**config.mk**
```make
export PLATFORM = sky130hd
export DESIGN_NAME = west_feeder
export DESIGN_NICKNAME = d
export VERILOG_FILES = /design/src/rtl/west_feeder.sv
export SDC_FILE = /design/constraint.sdc
export NUM_CORES = 1
export LEC_CHECK = 0
export CORE_UTILIZATION = 57
export DETAILED_ROUTE_END_ITERATION = 16
export PLACE_DENSITY = 0.79
export REMOVE_ABC_BUFFERS = 1
export SYNTH_ARGS = -nofsm -noshare
export SYNTH_HDL_FRONTEND = slang
export SYNTH_SLANG_ARGS = --single-unit
```
**constraint.sdc**
```tcl
create_clock -name clk -period 3.4 [get_ports clk]
set_input_delay 0.68 -clock clk [delete_from_list [all_inputs] [get_ports clk]]
set_output_delay 0.68 -clock clk [all_outputs]
set_load 0.02 [all_outputs]
```
**src/rtl/west_feeder.sv**
```systemverilog
`default_nettype none
// ============================================================================
// Module   : west_feeder
// Brief    : Input FIFO plus command FSM that streams kernel-load / execute
//            words into the west edge of tile 0 of a systolic row.
//            Optional macro WEST_FEEDER_OCC_EN adds the FIFO occupancy port occ.
// Revision : 1.0 - initial release
// ============================================================================
module west_feeder #(
  parameter int bw    = 4,
  parameter int col   = 8,
  parameter int depth = 8
) (
  input  logic          clk,
  input  logic          reset,
  input  logic [bw-1:0] in_data,
  input  logic          in_valid,
  output logic          in_ready,
  input  logic          cmd_valid,
  input  logic          cmd_op,
  input  logic [7:0]    cmd_len,
  output logic          cmd_ready,
  output logic [bw-1:0] out_w,
  output logic [1:0]    inst_w,
  output logic          busy,
  output logic          done
`ifdef WEST_FEEDER_OCC_EN
  ,
  output logic [$clog2(depth):0] occ
`endif
);

  localparam int            c_AW    = $clog2(depth);
  localparam logic [7:0]    c_COL   = 8'(col);
  localparam logic [c_AW:0] c_DEPTH = (c_AW + 1)'(depth);

  typedef enum logic [1:0] {
    S_IDLE = 2'd0,
    S_LOAD = 2'd1,
    S_EXEC = 2'd2,
    S_DONE = 2'd3
  } state_t;

  state_t          r_state;
  logic [bw-1:0]   r_mem [depth];
  logic [c_AW-1:0] r_wptr;
  logic [c_AW-1:0] r_rptr;
  logic [c_AW:0]   r_count;
  logic            r_op;
  logic [7:0]      r_len;
  logic [7:0]      r_items;

  logic            w_full;
  logic            w_empty;
  logic            w_push;
  logic            w_pop;
  logic [7:0]      w_target;
  logic            w_last;

  assign w_full    = (r_count == c_DEPTH);
  assign w_empty   = (r_count == '0);
  assign in_ready  = !w_full && !reset;
  assign cmd_ready = (r_state == S_IDLE) && !reset;
  assign busy      = (r_state != S_IDLE);
  assign w_push    = in_valid && in_ready;
  assign w_pop     = ((r_state == S_LOAD) || (r_state == S_EXEC)) && !w_empty;
  assign w_target  = r_op ? r_len : c_COL;
  assign w_last    = ((r_items + 8'd1) == w_target);

  // Storage carries no reset: only the pointers define what is valid.
  always_ff @(posedge clk) begin
    if (w_push) begin
      r_mem[r_wptr] <= in_data;
    end
  end

  always_ff @(posedge clk) begin
    if (reset) begin
      r_wptr  <= '0;
      r_rptr  <= '0;
      r_count <= '0;
    end else begin
      if (w_push) begin
        r_wptr <= r_wptr + c_AW'(1);
      end
      if (w_pop) begin
        r_rptr <= r_rptr + c_AW'(1);
      end
      case ({w_push, w_pop})
        2'b10:   r_count <= r_count + (c_AW + 1)'(1);
        2'b01:   r_count <= r_count - (c_AW + 1)'(1);
        default: r_count <= r_count;
      endcase
    end
  end

  always_ff @(posedge clk) begin
    if (reset) begin
      r_state <= S_IDLE;
      r_op    <= 1'b0;
      r_len   <= 8'd0;
      r_items <= 8'd0;
      out_w   <= '0;
      inst_w  <= 2'b00;
      done    <= 1'b0;
    end else begin
      inst_w <= 2'b00;
      done   <= 1'b0;
      case (r_state)
        S_IDLE: begin
          if (cmd_valid) begin
            r_op    <= cmd_op;
            r_len   <= cmd_len;
            r_items <= 8'd0;
            if (!cmd_op) begin
              r_state <= S_LOAD;
            end else if (cmd_len == 8'd0) begin
              r_state <= S_DONE;
            end else begin
              r_state <= S_EXEC;
            end
          end
        end
        S_LOAD, S_EXEC: begin
          // An empty FIFO stalls: out_w holds and the item count stays put.
          if (w_pop) begin
            out_w   <= r_mem[r_rptr];
            inst_w  <= (r_state == S_LOAD) ? 2'b01 : 2'b10;
            r_items <= r_items + 8'd1;
            if (w_last) begin
              r_state <= S_DONE;
            end
          end
        end
        S_DONE: begin
          done    <= 1'b1;
          r_state <= S_IDLE;
        end
        default: r_state <= S_IDLE;
      endcase
    end
  end

`ifdef WEST_FEEDER_OCC_EN
  assign occ = r_count;
`endif

endmodule
`default_nettype wire
```
==> results of run 1 <==
## final cells by class
cell class | count | area (sq um)
fill | 367 | 1536
timing repair buffer | 28 | 275.3
multi-input combinational | 202 | 1374
tap | 70 | 87.58
clock inverter | 6 | 88.84
sequential | 68 | 1682
clock buffer | 10 | 127.6
inverter | 9 | 33.78
## metal layers
metal,vias up,share of wire,wire (microns),GRT usage
met5,-,0,0,0
met4,0,0.013,76,0.1212
met3,8,0.034,194,0.03952
met2,46,0.47,2681,0.3144
met1,1054,0.48,2770,0.3053
li1,1107,-,-,-
## synth_stat cells (4+ instances only)
cell type and n:
xor2_1 7, nand2_1 25, clkbuf_1 10, ha_1 10, mux4_2 8, nor2_1 38
nand2b_1 9, mux2i_1 6, dfxtp_1 36, nand3b_1 4, o21ai_0 9, a211oi_1 4
inv_1 9, edfxtp_1 32, nor3_1 6, nand4_1 4, nand3_1 15, a21oi_1 25
xnor2_1 7
## critical path: stages, from the launching register on
cell	delay, ns
dfxtp_1	0.35
or4_1	0.57
nand2_1	0.18
inv_1	0.26
ha_1	0.31
ha_1	0.28
a21o_1	0.18
a21oi_1	0.16
xnor2_1	0.09
or3_1	0.31
a21oi_1	0.13
## where the power goes
part / internal (W) / total, W / switching (W)
clock network: 0.000413 / 0.000719 / 0.000307
logic: 0.000298 / 0.000639 / 0.000341
registers: 0.000940 / 0.00104 / 0.0000962
## sequential cells by signal, indices dropped and copies added, names as in the netlist
| register | cells |
|---|---|
| done | 1 |
| r_state | 2 |
| r_items | 8 |
| r_len | 8 |
| r_wptr | 3 |
| out_w | 4 |
| r_rptr | 3 |
| r_op | 1 |
| r_mem | 32 |
| inst_w | 2 |
| r_count | 4 |
## cell families after synthesis
logic type | share of synthesized area
flops | 0.5357
fa+ha+maj | 0.04623
buf+inv | 0.02670
simple gates | 0.1758
mux | 0.08131
compound gates | 0.09526
xor+xnor | 0.03906
## per-stage QoR
stage            util  instance area (sq um)  total power [W]  hold WS (ns)  std cells
2_1_floorplan       -                   3089         0.001487        0.4252        279
3_3_place_gp   0.6632                   3452         0.001678        0.4420        377
3_5_place_dp   0.6632                   3452         0.001692        0.4428        377
5_1_grt        0.7048                   3669         0.002518        0.4773        393
4_1_cts        0.7048                   3669         0.002410        0.4524        393
6_report       0.7048                   3669         0.002395        0.4500        393
## worst paths after layout
path / from / end / slack, ns / depth (start not counted)
hold reg to reg: r_len[3] / r_len[3] / 0.45 / 2
setup / recovery: r_count[0] / r_count[3] / 0.52 / 10
hold / removal: r_len[3] / r_len[3] / 0.45 / 2
setup reg to reg: r_count[0] / r_count[3] / 0.52 / 10
==> reports/results.ini, run 1 <==
[run_status]
status = complete, no violations

[global_route]
grt_use_total = 0.2161
grt_pass1_vias = 2010
grt_pass1_wl_microns = 9535
antenna_found_initial = 0
grt_max_degree = 40
grt.overflow.total = 0

[yosys]
post_synth.cell_area_avg_sq_um = 10.75
synth_ff_type = dfxtp_1
synthDominantCellAreaShare = 0.3061
yosysWarnings = 0
ys_ff_latch = 68
ys_seq_area_frac = 0.5357
yosysTopAreaCell = edfxtp_1
synthTopCellsByArea = edfxtp_1, dfxtp_1, mux4_2, nor2_1, a21oi_1
netlist_area_sq_um = 3139
synth.distinct_cells = 41
syn_inst = 292
synth_edf_count = 32
async_reset_ff_frac = 0

[pwr]
peakVddDrop_uv = 434.9
leakagePower_nw = 1.246
cellPowerDensity_nw_per_um2 = 652.8

[timing]
maxSlewViolCount = 0
period_needed_ns = 2.883
finalSetupTns_ns = 0
worst_slack_ns = 0.5167
hold_viol = 0
setup_viol = 0
rsz0062_at_grt = false
skew_ns = 0.005946
finalCritPeriodShare = 0.8480
tightest_slew_ns = 0.6924
max_freq_mhz = 346.8
max_slew_margin = 0.5349

[worst_setup_path]
crit_required_ns = 3.68
critical_path_class = flip-flop to flip-flop
path_max_fanout = 14
startpoint_type = flip-flop
end_kind = flip-flop
arrival_ns = 3.16

[placement]
pre_cts_ws_ns = 0.3264
port_buffers = 26
gp_congestion = 0.7461
dp_hpwl_microns = 4111

[floorplan]
core_area_sq_um = 5205
io_pins = 27
dieWidth_microns = 76.21
die_h_microns = 76.21
start_util = 0.6031
rows = 26
die-area_sq_um = 5808

[routing]
drt_iter0_markers = 129
vias = 2215
wl_per_cell_microns = 14.56
drt_wl_total_microns = 5723
vias_per_cell = 5.636
ant_nets = 0
drt_pass1_iterations = 4
post-route-drc-count = 0

[finish]
syn2layout_area_growth_pct = 16.86
fin_nets = 346
drive_gt1_frac = 0.09288
layout_commonest_cell = nor2_1
final_cell_mix = nor2_1, dfxtp_1, edfxtp_1
n_antenna_cell = 0

[clock_tree]
clock-sinks = 68
cts_setup_buffers = 0
clk_path_buf_depth = 2
cts_made_buffers = 9
clk_pin_slew_ns = 0.07
insertion_delay_ns = 0.34
ctsResizeCount = 0
cts_hold_buf = 0
cts_tree = yes
h-tree-depth = 3
cts_root_buf = clkbuf_8

[run]
cap_violations = 0

[hold_path]
hp-class = flip-flop to flip-flop

No activity file was read; power rests on OpenSTA's default activity.
==> run 2: changes to the inputs <==
clock period = 2.75 ns   (was 3.4 ns; I/O delays follow)
==> run 2 against run 1 <==
  * Critical endpoint unchanged
  * Critical path type unchanged
  * Via count grew 1.4%
  * Count of clock-buffer cells in the layout grew 1
  * Final area grew 1.0%
  * Global-route usage grew 0.36 points
  * Highest routed layer unchanged
  * Worst hold slack gained 0.0083 ns
  * Routed wire length grew 1.2%
  * Worst setup slack lost 0.38 ns
==> reports/results.ini, run 2 (synthesis gave the netlist of run 1 again) <==
[global_route]
antenna_found_initial = 0  ; unchanged
grt_pass1_wl_microns = 9908  ; +3.9%
grt.overflow.total = 0  ; unchanged
grt_use_total = 0.2197  ; +0.003636
grt_max_degree = 40  ; unchanged
grt_pass1_vias = 2181  ; +8.5%

[worst_setup_path]
regToRegStartpoint = r_count[0]
crit_required_ns = 3.02  ; -0.66 ns
r2r_end = r_count[3]
end_kind = flip-flop
crit_start = r_count[0]
reg2reg_depth = 10  ; unchanged
critical_path.endpoint = r_count[3]
ff2ff_setup_slack_ns = 0.14  ; -0.38 ns
path_max_fanout = 5  ; -9
arrival_ns = 2.88  ; -0.28 ns
startpoint_type = flip-flop
critical_path_class = flip-flop to flip-flop

[clock_tree]
clk_pin_slew_ns = 0.07  ; about the same
cts_tree = yes
clock-sinks = 68  ; unchanged
cts_hold_buf = 0  ; unchanged
cts_root_buf = clkbuf_8
insertion_delay_ns = 0.34  ; about the same
ctsResizeCount = 0  ; unchanged
h-tree-depth = 3  ; unchanged
clk_path_buf_depth = 2  ; unchanged
cts_setup_buffers = 0  ; unchanged
cts_made_buffers = 9  ; unchanged

[hold_path]
hp-class = flip-flop to flip-flop

[finish]
largest_register_ffs = 32  ; unchanged
syn2layout_area_growth_pct = 18.05
num-fill-cells = 400  ; +9.0%
n_antenna_cell = 0  ; unchanged
seqCellArea_sq_um = 1682  ; unchanged
drive_gt1_frac = 0.1064  ; +0.01350
fin_cells = 399  ; +1.5%
reg_top3 = r_mem: 32 flops, r_items: 8 flops, r_len: 8 flops
fin_util = 0.7120  ; +0.007211
top_register = r_mem
fin_nets = 352  ; +1.7%
multi_input_area_sq_um = 1374  ; unchanged
final_cell_mix = nor2_1, dfxtp_1, edfxtp_1
layout_commonest_cell = nor2_1

[pwr]
leakagePower_nw = 1.277  ; +2.5%
cellPowerDensity_nw_per_um2 = 802.8  ; +23%
peakVddDrop_uv = 669.3  ; +54%

[timing]
fin_hold_ws_ns = 0.4582  ; +0.008286 ns
setup_viol = 0  ; unchanged
maxSlewViolCount = 0  ; unchanged
rsz0062_at_grt = false
period_needed_ns = 2.612  ; -0.2711 ns
tightest_slew_ns = 0.6250  ; -0.06732 ns
hold_viol = 0  ; unchanged
skew_ns = 0.005211  ; -0.0007349 ns
max_freq_mhz = 382.8  ; +10%
max_slew_margin = 0.5827  ; +0.04786
finalCritPeriodShare = 0.9499  ; +0.1018

[routing]
ant_nets = 0  ; unchanged
wl_per_cell_microns = 14.52  ; -0.32%
vias_per_cell = 5.627  ; -0.17%
drt_wl_total_microns = 5792  ; +1.2%
drt_pass1_iterations = 5  ; +1
vias = 2245  ; +1.4%
post-route-drc-count = 0  ; unchanged
drt_iter0_markers = 156  ; +21%

[placement]
port_buffers = 26  ; unchanged
dp_hpwl_microns = 4168  ; +1.4%
dp_cells = 383  ; +1.6%
gp_congestion = 0.7795  ; +4.5%

[floorplan]
die-area_sq_um = 5808  ; unchanged
dieWidth_microns = 76.21  ; unchanged
io_pins = 27  ; unchanged
die_h_microns = 76.21  ; unchanged
start_util = 0.6031  ; unchanged
core_area_sq_um = 5205  ; unchanged
rows = 26  ; unchanged

[run]
cap_violations = 0  ; unchanged

[run_status]
status = complete, no violations

[run 2: changes by cell type in the layout (fill, tap and decap cells not counted)]
cell,previous run,this run
buf_4,2,8
clkbuf_1,1,2
clkinv_2,1,2
clkinv_4,1,0
clkinvlp_4,2,1
[run 2: metrics by stage]
stage	setup slack [ns]	area [sq um]	power, W	setup TNS, ns
floorplan	0.07028	3089	0.001838	0
global placement	0.03224	3497	0.002103	0
detailed placement	-0.09078	3497	0.002132	-0.09078
CTS	0.1194	3706	0.003000	0
global route	0.001150	3706	0.003142	0
finish	0.1378	3706	0.002975	0
[run 2: worst min path at each step]
stage / from / end / cells past startpoint
after detailed placement: r_len[3] / r_len[3] / 2
after floorplan: r_len[3] / r_len[3] / 2
after global routing: r_len[3] / r_len[3] / 2
after CTS: r_len[3] / r_len[3] / 2
after global placement: r_len[3] / r_len[3] / 2
final: r_len[3] / r_len[3] / 2
[run 2: layout make-up]
class | instances | share of cell area
repair buffers | 34 | 0.08643
clock inverters | 5 | 0.02093
inverters | 9 | 0.009115
clock buffers | 11 | 0.03545
multi-input cells | 202 | 0.3707
well taps | 70 | 0.02363
flip-flops and latches | 68 | 0.4537
[run 2: critical path, stage by stage (launching register included)]
cell     delay (ns)
dfxtp_1        0.36
or4_1          0.60
nand2_1        0.12
inv_1          0.08
ha_1           0.20
ha_1           0.28
a21o_1         0.19
a21oi_1        0.18
xnor2_1        0.09
or3_1          0.31
a21oi_1        0.14
[run 2: metal layers]
| layer | global-route usage | wire, microns | vias up | part of all wire |
|---|---|---|---|---|
| met1 | 0.2905 | 2640 | 1075 | 0.46 |
| met2 | 0.3514 | 2826 | 45 | 0.49 |
| met4 | 0.06923 | 83 | 0 | 0.014 |
| met3 | 0.06108 | 242 | 9 | 0.042 |
| li1 | - | - | 1116 | - |
| met5 | 0 | 0 | - | 0 |
[run 2: power by group]
group | leakage (nW) | internal [W] | switching [W] | total [W]
sequential | 0.582 | 0.00116 | 0.000118 | 0.00128
combinational | 0.592 | 0.000389 | 0.000433 | 0.000823
clock | 0.103 | 0.000508 | 0.000364 | 0.000872
==> run 3: changes to the inputs <==
CAP_MARGIN = 20   (was default)
MAX_ROUTING_LAYER = met4   (was default)
==> run 3 against run 2 <==
  * Worst hold slack improved by 0.00063 ns
  * Cell count stayed put
  * Maximum frequency fell by 0.16%
==> reports/results.ini, run 3 (synthesis gave the netlist of run 1 again) <==
[routing]
met3RoutedLength_microns = 234  ; -3.3%
ant_nets = 0  ; unchanged
routed.top_layer = met4
wl_met2_microns = 2828  ; about the same
drt_wl_total_microns = 5784  ; -0.14%
vias = 2241  ; -0.18%
post-route-drc-count = 0  ; unchanged
drt-met1-wl_microns = 2638  ; about the same
drt_iter0_markers = 144  ; -7.7%
vias_per_cell = 5.617  ; -0.18%
drt_pass1_iterations = 4  ; -1
wl_per_cell_microns = 14.50  ; -0.14%

[worst_setup_path]
crit_path_top_delay_cell = or4_1
startpoint_type = flip-flop
arrival_ns = 2.89  ; about the same
max_stage_delay_ns = 0.60  ; about the same
critical_path_class = flip-flop to flip-flop
end_kind = flip-flop
path_max_fanout = 5  ; unchanged
path_cells = or4_1 > nand2_1 > inv_1 > ha_1 > ha_1 > a21o_1 > a21oi_1 > xnor2_1 > or3_1 > a21oi_1
crit_required_ns = 3.02  ; about the same

[placement]
dp_hpwl_microns = 4168  ; unchanged
postPlaceCellArea_sq_um = 3497  ; unchanged
port_buffers = 26  ; unchanged
pre_cts_ws_ns = -0.09078  ; unchanged
gp_congestion = 0.7902  ; +1.4%

[timing]
skew_ns = 0.005207  ; -0.000003970 ns
maxSlewViolCount = 0  ; unchanged
setup_viol = 0  ; unchanged
max_freq_mhz = 382.2  ; -0.16%
max_slew_margin = 0.5828  ; about the same
finalCritPeriodShare = 0.9514  ; +0.001531
period_needed_ns = 2.616  ; +0.004209 ns
tightest_slew_ns = 0.6250  ; -0.00004250 ns
worst_slack_ns = 0.1336  ; -0.004209 ns
rsz0062_at_grt = false
hold_viol = 0  ; unchanged
fin_hold_ws_ns = 0.4589  ; +0.0006320 ns

[clock_tree]
cts_root_buf = clkbuf_8
cts_made_buffers = 9  ; unchanged
cts_setup_buffers = 0  ; unchanged
ctsResizeCount = 0  ; unchanged
cts_tree = yes
cts_hold_buf = 0  ; unchanged
clk_pin_slew_ns = 0.07  ; about the same
insertion_delay_ns = 0.34  ; about the same
clk_path_buf_depth = 2  ; unchanged
h-tree-depth = 3  ; unchanged
clock-sinks = 68  ; unchanged

[run]
cap_violations = 0  ; unchanged

[floorplan]
io_pins = 27  ; unchanged
start_util = 0.6031  ; unchanged
die-area_sq_um = 5808  ; unchanged
die_h_microns = 76.21  ; unchanged
rows = 26  ; unchanged
dieWidth_microns = 76.21  ; unchanged
core_area_sq_um = 5205  ; unchanged

[global_route]
grt_pass1_wl_microns = 9908  ; unchanged
grt_max_degree = 40  ; unchanged
antenna_found_initial = 0  ; unchanged
grt_use_total = 0.2262  ; +0.006500
grt.overflow.total = 0  ; unchanged
grt_pass1_vias = 2180  ; -0.046%

[finish]
seqCellArea_sq_um = 1682  ; unchanged
reg_top3 = r_mem: 32 flops, r_items: 8 flops, r_len: 8 flops
syn2layout_area_growth_pct = 18.05  ; unchanged
top_register = r_mem
n_antenna_cell = 0  ; unchanged
drive_gt1_frac = 0.1064  ; unchanged
num-fill-cells = 400  ; unchanged
layout_commonest_cell = nor2_1
final_cell_mix = nor2_1, dfxtp_1, edfxtp_1
fin_nets = 352  ; unchanged
stdcell_area_sq_um = 3706  ; unchanged
multi_input_area_sq_um = 1374  ; unchanged
largest_register_ffs = 32  ; unchanged

[pwr]
leakagePower_nw = 1.277  ; unchanged
peakVddDrop_uv = 669.1  ; about the same
cellPowerDensity_nw_per_um2 = 802.2  ; about the same

[run_status]
status = complete, no violations

[hold_path]
hp-class = flip-flop to flip-flop

## run 3: cell counts in the layout (fill, tap and decap cells not counted)
Identical to the previous run, type by type.
## run 3: per-stage QoR
step                      TNS (ns)  total power (W)  cells    util
after floorplan                  0         0.001838    279       -
after global placement           0         0.002103    383  0.6719
after detailed placement  -0.09078         0.002132    383  0.6719
after CTS                        0         0.003000    399  0.7120
after global routing             0         0.003142    399  0.7120
final                            0         0.002973    399  0.7120
## run 3: critical path: cells and delay by family (launching register included)
| kind | cells | cell delay (ns) |
|---|---|---|
| xor gates and xnor gates | 1 | 0.09 |
| DFF | 1 | 0.36 |
| AOI/OAI and AO/OA | 3 | 0.51 |
| and+or+nand+nor | 3 | 1.04 |
| buffers and inverters | 1 | 0.08 |
| adders and majority gates | 2 | 0.48 |
## run 3: power breakdown
part / leakage, nW / switching, W / internal [W]
Clock: 0.103 / 0.000362 / 0.000508
Combinational: 0.592 / 0.000433 / 0.000389
Sequential: 0.582 / 0.000119 / 0.00116
## run 3: cell type report
type	count	area share
Timing Repair Buffer	34	0.08643
Sequential cell	68	0.4537
Multi-Input combinational cell	202	0.3707
Clock buffer	11	0.03545
Inverter	9	0.009115
Clock inverter	5	0.02093
Tap cell	70	0.02363
## run 3: worst paths after layout
kind,from,endpoint,slack [ns],depth (start not counted)
worst max-delay path,r_count[0],r_count[3],0.13,10
worst min register to register,r_len[3],r_len[3],0.46,2
worst max register to register,r_count[0],r_count[3],0.13,10
worst min-delay path,r_len[3],r_len[3],0.46,2
## run 3: per-layer routing
layer | GRT usage | vias up
met5 | - | -
met4 | 0.06923 | 0
met3 | 0.06108 | 10
met2 | 0.3514 | 43
met1 | 0.2905 | 1074
li1 | - | 1114
